===== src/rtl/diff_seq_pkg.sv =====
// Shared constants, FSM state type and output-folding helper for the differential stimulus
// sequencer.
package diff_seq_pkg;

  localparam int unsigned DEF_IN_W  = 79;
  localparam int unsigned DEF_OUT_W = 646;
  localparam int unsigned DEF_SIG_W = 32;
  localparam int unsigned DEF_CNT_W = 16;

  localparam logic [31:0] LFSR_TAPS = 32'hA300_0000;
  localparam logic [31:0] MISR_POLY = 32'h04C1_1DB7;
  localparam logic [31:0] SIG_INIT  = 32'hFFFF_FFFF;

  localparam int unsigned FOLD_N = (DEF_OUT_W + DEF_SIG_W - 1) / DEF_SIG_W;

  typedef enum logic [2:0] {
    StIdle,
    StGen,
    StSettle,
    StCapture,
    StHold,
    StDone
  } state_e;

  // XOR of all SIG_W-bit chunks of the response; the top chunk is zero-padded.
  function automatic logic [DEF_SIG_W-1:0] fold_xor(input logic [DEF_OUT_W-1:0] d);
    logic [FOLD_N*DEF_SIG_W-1:0] pad;
    logic [DEF_SIG_W-1:0]        acc;
    pad = '0;
    pad[DEF_OUT_W-1:0] = d;
    acc = '0;
    for (int unsigned c = 0; c < FOLD_N; c++) begin
      acc ^= pad[c*DEF_SIG_W +: DEF_SIG_W];
    end
    return acc;
  endfunction

endpackage


===== src/rtl/diff_lfsr32.sv =====
// 32-bit Galois right-shift LFSR with seed load and step enable; exposes the post-step value
// so the caller can use a word in the same cycle it is generated.
module diff_lfsr32
  import diff_seq_pkg::*;
(
  input  logic        clk,
  input  logic        rst_n,
  input  logic        load,
  input  logic [31:0] seed,
  input  logic        step,
  output logic [31:0] next_state
);

  logic [31:0] state_q;

  always_comb begin
    next_state = {1'b0, state_q[31:1]} ^ (state_q[0] ? LFSR_TAPS : 32'h0);
  end

  always_ff @(posedge clk) begin
    if (!rst_n) begin
      state_q <= 32'h1;
    end else if (load) begin
      // An all-zero seed would lock the LFSR.
      state_q <= (seed == 32'h0) ? 32'h1 : seed;
    end else if (step) begin
      state_q <= next_state;
    end
  end

endmodule


===== src/rtl/diff_stim_sequencer.sv =====
// Drives pseudo-random vectors into a DUT, samples each response after a settle delay,
// streams it out over valid/ready and folds it into a MISR signature.
module diff_stim_sequencer
  import diff_seq_pkg::*;
#(
  parameter int unsigned IN_W   = DEF_IN_W,
  parameter int unsigned OUT_W  = DEF_OUT_W,
  parameter int unsigned SIG_W  = DEF_SIG_W,
  parameter int unsigned CNT_W  = DEF_CNT_W,
  parameter int unsigned SETTLE = 1
) (
  input  logic             clk,
  input  logic             rst_n,
  input  logic             start,
  input  logic             abort,
  input  logic [31:0]      seed,
  input  logic [CNT_W-1:0] num_vec,
  output logic [IN_W-1:0]  dut_in,
  input  logic [OUT_W-1:0] dut_out,
  output logic             out_valid,
  input  logic             out_ready,
  output logic [OUT_W-1:0] out_data,
  output logic [CNT_W-1:0] out_idx,
  output logic             busy,
  output logic             done,
  output logic [SIG_W-1:0] signature
);

  localparam int unsigned NW  = (IN_W + 31) / 32;
  localparam int unsigned GCW = (NW > 1) ? $clog2(NW) : 1;
  localparam int unsigned SCW = (SETTLE > 1) ? $clog2(SETTLE) : 1;

  state_e           state_q;
  logic [GCW-1:0]   gen_cnt_q;
  logic [SCW-1:0]   settle_cnt_q;
  logic [NW*32-1:0] gen_buf_q;
  logic [NW*32-1:0] gen_full;
  logic [CNT_W-1:0] num_vec_q;
  logic [CNT_W-1:0] idx_q;
  logic [IN_W-1:0]  dut_in_q;
  logic [OUT_W-1:0] out_data_q;
  logic [SIG_W-1:0] sig_q;
  logic             out_valid_q;
  logic             busy_q;
  logic             done_q;

  logic [31:0] lfsr_next;
  logic        lfsr_load;
  logic        lfsr_step;

  assign lfsr_load = (state_q == StIdle) && start && !abort;
  assign lfsr_step = (state_q == StGen) && !abort;

  diff_lfsr32 u_lfsr (
    .clk        (clk),
    .rst_n      (rst_n),
    .load       (lfsr_load),
    .seed       (seed),
    .step       (lfsr_step),
    .next_state (lfsr_next)
  );

  // Word k lands in slot k, so the final word is merged combinationally on the last GEN cycle.
  always_comb begin
    gen_full = gen_buf_q;
    gen_full[{gen_cnt_q, 5'd0} +: 32] = lfsr_next;
  end

  always_ff @(posedge clk) begin
    if (!rst_n) begin
      state_q      <= StIdle;
      gen_cnt_q    <= '0;
      settle_cnt_q <= '0;
      gen_buf_q    <= '0;
      num_vec_q    <= '0;
      idx_q        <= '0;
      dut_in_q     <= '0;
      out_data_q   <= '0;
      sig_q        <= SIG_INIT[SIG_W-1:0];
      out_valid_q  <= 1'b0;
      busy_q       <= 1'b0;
      done_q       <= 1'b0;
    end else begin
      done_q <= 1'b0;
      if (abort) begin
        state_q     <= StIdle;
        out_valid_q <= 1'b0;
        busy_q      <= 1'b0;
      end else begin
        unique case (state_q)
          StIdle: begin
            if (start) begin
              num_vec_q <= num_vec;
              sig_q     <= SIG_INIT[SIG_W-1:0];
              idx_q     <= '0;
              gen_cnt_q <= '0;
              if (num_vec == '0) begin
                state_q <= StDone;
              end else begin
                state_q <= StGen;
                busy_q  <= 1'b1;
              end
            end
          end
          StGen: begin
            gen_buf_q <= gen_full;
            if (gen_cnt_q == GCW'(NW - 1)) begin
              dut_in_q     <= gen_full[IN_W-1:0];
              gen_cnt_q    <= '0;
              settle_cnt_q <= '0;
              state_q      <= StSettle;
            end else begin
              gen_cnt_q <= gen_cnt_q + 1'b1;
            end
          end
          StSettle: begin
            if (settle_cnt_q == SCW'(SETTLE - 1)) begin
              state_q <= StCapture;
            end else begin
              settle_cnt_q <= settle_cnt_q + 1'b1;
            end
          end
          StCapture: begin
            out_data_q  <= dut_out;
            out_valid_q <= 1'b1;
            sig_q       <= {sig_q[SIG_W-2:0], 1'b0}
                         ^ (sig_q[SIG_W-1] ? MISR_POLY[SIG_W-1:0] : '0)
                         ^ fold_xor(dut_out);
            state_q     <= StHold;
          end
          StHold: begin
            if (out_ready) begin
              out_valid_q <= 1'b0;
              if (idx_q == num_vec_q - 1'b1) begin
                state_q <= StDone;
                busy_q  <= 1'b0;
              end else begin
                idx_q   <= idx_q + 1'b1;
                state_q <= StGen;
              end
            end
          end
          StDone: begin
            done_q  <= 1'b1;
            state_q <= StIdle;
          end
          default: state_q <= StIdle;
        endcase
      end
    end
  end

  assign dut_in    = dut_in_q;
  assign out_valid = out_valid_q;
  assign out_data  = out_data_q;
  assign out_idx   = idx_q;
  assign busy      = busy_q;
  assign done      = done_q;
  assign signature = sig_q;

endmodule


===== config.mk =====
export PLATFORM = sky130hd
export DESIGN_NAME = diff_stim_sequencer
export DESIGN_NICKNAME = d
export VERILOG_FILES = /design/src/rtl/diff_seq_pkg.sv /design/src/rtl/diff_lfsr32.sv /design/src/rtl/diff_stim_sequencer.sv
export SDC_FILE = /design/constraint.sdc
export NUM_CORES = 2
export LEC_CHECK = 0
export ABC_CLOCK_PERIOD_IN_PS = 3920
export BUFFER_PORTS_ARGS = -buffer_cell sky130_fd_sc_hd__buf_4
export CAP_MARGIN = 20
export CORE_AREA = 5 5 575 577
export CTS_BUF_LIST = sky130_fd_sc_hd__clkbuf_8
export DETAILED_ROUTE_END_ITERATION = 10
export DIE_AREA = 0 0 580 582
export GPL_ROUTABILITY_DRIVEN = 0
export SYNTH_ARGS = -nofsm -noshare
export SYNTH_HDL_FRONTEND = slang
export SYNTH_SLANG_ARGS = --single-unit

===== constraint.sdc =====
create_clock -name clk -period 3.92 [get_ports clk]
set_input_delay 0.196 -clock clk [delete_from_list [all_inputs] [get_ports clk]]
set_output_delay 0.196 -clock clk [all_outputs]
set_load 0.02 [all_outputs]

==> flow_summary.toml <==
[sta]
drv_slew = 0
holdWs_ns = 0.119
slew_headroom = 0.234
clock_skew_ns = 0.0799
rsz0062_at_grt = "false"
setup_slack_ns = 0.280
fin_crit_ns = 3.64
worstMarginPinSlew_ns = 1.14
hold_viol = 0
fin_tns_setup_ns = 0
min_period_over_period = 0.929
fmax_mhz = 275
finalSetupViolations = 0

[logic_synthesis]
synth-async-reset-ratio = 0
synth_edf_count = 0
synth-simple-area-share = 0.178
synth_compound_area_frac = 0.193
synth_top_family_by_area = "compound AO/OA/AOI/OAI gates"
synthAdderAreaFrac = 0.00215
synth_top_area_frac = 0.447
synth_xor_area_frac = 0.147
synthesis.area_mm2 = 0.0407
synth_nets = 5472
yosysMostFrequentCell = "nand2_1"
synthMuxAreaShare = 0.00101
ys_seq_area_frac = 0.447
synth_cell_types = 55
postSynthAreaPerCell_um2 = 8.54
synth_area_leader_cell = "dfxtp_1"
synthCells = 4766
synth.top_cells.by_area = "dfxtp_1 45%, nand2_1 14%, a21boi_0 12%"
synth_flop_cell = "dfxtp_1"
yosysWarnings = 0
synth_commonest_cells = "1542 x nand2_1, 908 x dfxtp_1, 664 x a21boi_0"
yosys_register_bits = 908

[critical_path]
cp.arrival_ns = 4.54
cp-startpoint = "num_vec_q[4]"
crit_chain = "nor4_4 -> nand3_2 -> or4_1 -> a2111oi_2 -> and4b_2 -> o31ai_1 -> a21oi_1 -> dlygate4sd3_1"
rr_worst_depth = 8
critPathSlowestCell = "and4b_2"
cp.depth = 8
timing.critical_path.buf_inv = 1
cp-endpoint = "state_q[2]"
crit_path_max_fanout = 28
ff2ff_setup_slack_ns = 0.28
rr_startpoint = "num_vec_q[4]"
cpPeakStageDelay_ns = 0.63
crit_required_ns = 4.82
critical_path_class = "reg -> reg"
timing.rr.end = "state_q[2]"
start_kind = "flop"
crit_family = "simple AND/OR/NAND/NOR gates"
end_kind = "flop"

[pwr]
comb_power_share = 0.208
leakage_nw = 30.3
clock_power_share = 0.430
power_frac_seq = 0.362
p_per_area_mw_per_mm2 = 348
p_int_mw = 17.9
ir_drop_mv = 0.269
p_total_mw = 26.0
p_sw_frac = 0.311
switchingPower_mw = 8.08

[place]
portBuffers = 1474
pre_cts_ws_ns = 0.494
dp_hpwl_mm = 303

[run]
maxCapViolations = 0

[routing]
num_vias = 47300
initialDrtViolationCount = 3838
post-route-drc-count = 0
post_drt_via_cell_ratio = 3.91
drt-total-wl_mm = 365
routedWlPerCell_um = 30.2
postRouteAntennaNets = 0
firstDrtPassIters = 6

[cts]
cts_num_sinks = 908
cts_made_buffers = 190
clock_path_buffers = 4
cts_tree = "yes"
insertion_delay_ns = 1.00
cts_max_level = 4
clock-root-buffer = "clkbuf_8"
clk_pin_slew_ns = 0.06

[layout]
drive_above_1_share = 0.241
area_delta_synth_final_pct = 83.5
nets = 8238

[global_route]
overflow = 0
antenna_found_initial = 166
grt_pass1_wl_mm = 463
grt_pass1_vias = 46800
grt_max_degree = 162
track_usage = 0.205

[hold_path]
hp-class = "in -> reg"

[die]
die-area_mm2 = 0.338
core_mm2 = 0.326
row_count = 210
dieWidth_um = 580
start_util = 0.125
die-height_um = 582
ios = 1475

[run_status]
outcome = "complete, no violations"
-- repair_timing --
item                       in CTS  in global routing
setup buffers                   0                  0
hold endpoints to repair      875                  0
resized for setup               0                  2
hold buffers                 1358                  0
setup endpoints to repair       0                  1
-- tightest hold or removal path: stages --
cell and delay (ns):
dlygate4sd3_1 0.56, buf_4 0.15, nand2_1 0.05, a21boi_0 0.07
-- worst min-delay path by stage --
| stage | startpoint | to | slack [ns] | depth (start not counted) |
|---|---|---|---|---|
| after floorplan | num_vec[10] | num_vec_q[10] | 0.34 | 2 |
| after global placement | out_data[530] | out_data[530] | 0.45 | 2 |
| after detailed placement | out_data[542] | out_data[542] | 0.46 | 2 |
| after CTS | dut_out[280] | out_data[280] | 0.0002 | 4 |
| after global routing | dut_out[570] | out_data[570] | 0.06 | 4 |
| final | dut_out[257] | out_data[257] | 0.12 | 4 |
-- cell type report --
type,count,area [um^2]
multi-input cells,3517,21300
clock inverters,93,734
repair buffers,2906,25500
clock buffers,237,3260
well taps,4346,5440
flip-flops and latches,908,18200
diodes,93,233
fillers,35300,251000
inverters,9,33.8
-- state kept, by name, indices dropped and copies added (netlist names) --
name and cells:
gen_cnt_q 2, done 1, u_lfsr.state_q 32, busy 1, out_data 646, gen_buf_q 79, dut_in 79, state_q 3
out_valid 1, out_idx 16, signature 32, num_vec_q 16
-- cell families after synthesis --
kind of cell               Yosys count
AOI/OAI and AO/OA                 1026
xor gates and xnor gates           681
adders and majority gates            7
buffers and inverters              341
DFF                                908
muxes                                4
and+or+nand+nor                   1799
-- routing by layer --
metal,global-route usage,part of all wire,vias up
met5,0,0.00097,-
met4,0.0955,0.056,56
met3,0.119,0.14,726
met2,0.305,0.41,2478
met1,0.236,0.39,22700
li1,-,-,21300
-- metrics by stage --
| step | area (um^2) | cells | utilization |
|---|---|---|---|
| floorplan | 40700 | 4766 | - |
| global placement | 56800 | 10300 | 0.175 |
| detailed placement | 56800 | 10300 | 0.175 |
| CTS | 74400 | 12000 | 0.229 |
| global route | 74600 | 12100 | 0.229 |
| finish | 74700 | 12100 | 0.229 |
-- cell usage in the layout (no fill, tap or decap), types with 32 or more instances in the layout --
cell           Yosys  layout
xnor2_1          552     550
inv_1              9      61
a21boi_0         664     664
dlygate4sd3_1      0    1358
a21oi_1           97      97
nor2_1            79      79
nor2b_1           79      79
xor2_1           129     129
clkbuf_8           0     237
nand2_1         1542    1541
o211a_1          160     160
dfxtp_1          908     907
o22ai_1           32      32
diode_2            0      93
buf_4              1    1523
-- power groups by stage --
stage / Sequential, mW / Combinational, mW / Clock (mW)
3_5_place_dp: 9.62 / 4.39 / 0
4_1_cts: 9.42 / 5.55 / 11.5
2_1_floorplan: 9.54 / 1.98 / 0
3_3_place_gp: 9.61 / 4.37 / 0
5_1_grt: 9.42 / 5.74 / 11.9
6_report: 9.42 / 5.41 / 11.2
No activity file was read; power rests on OpenSTA's default activity.
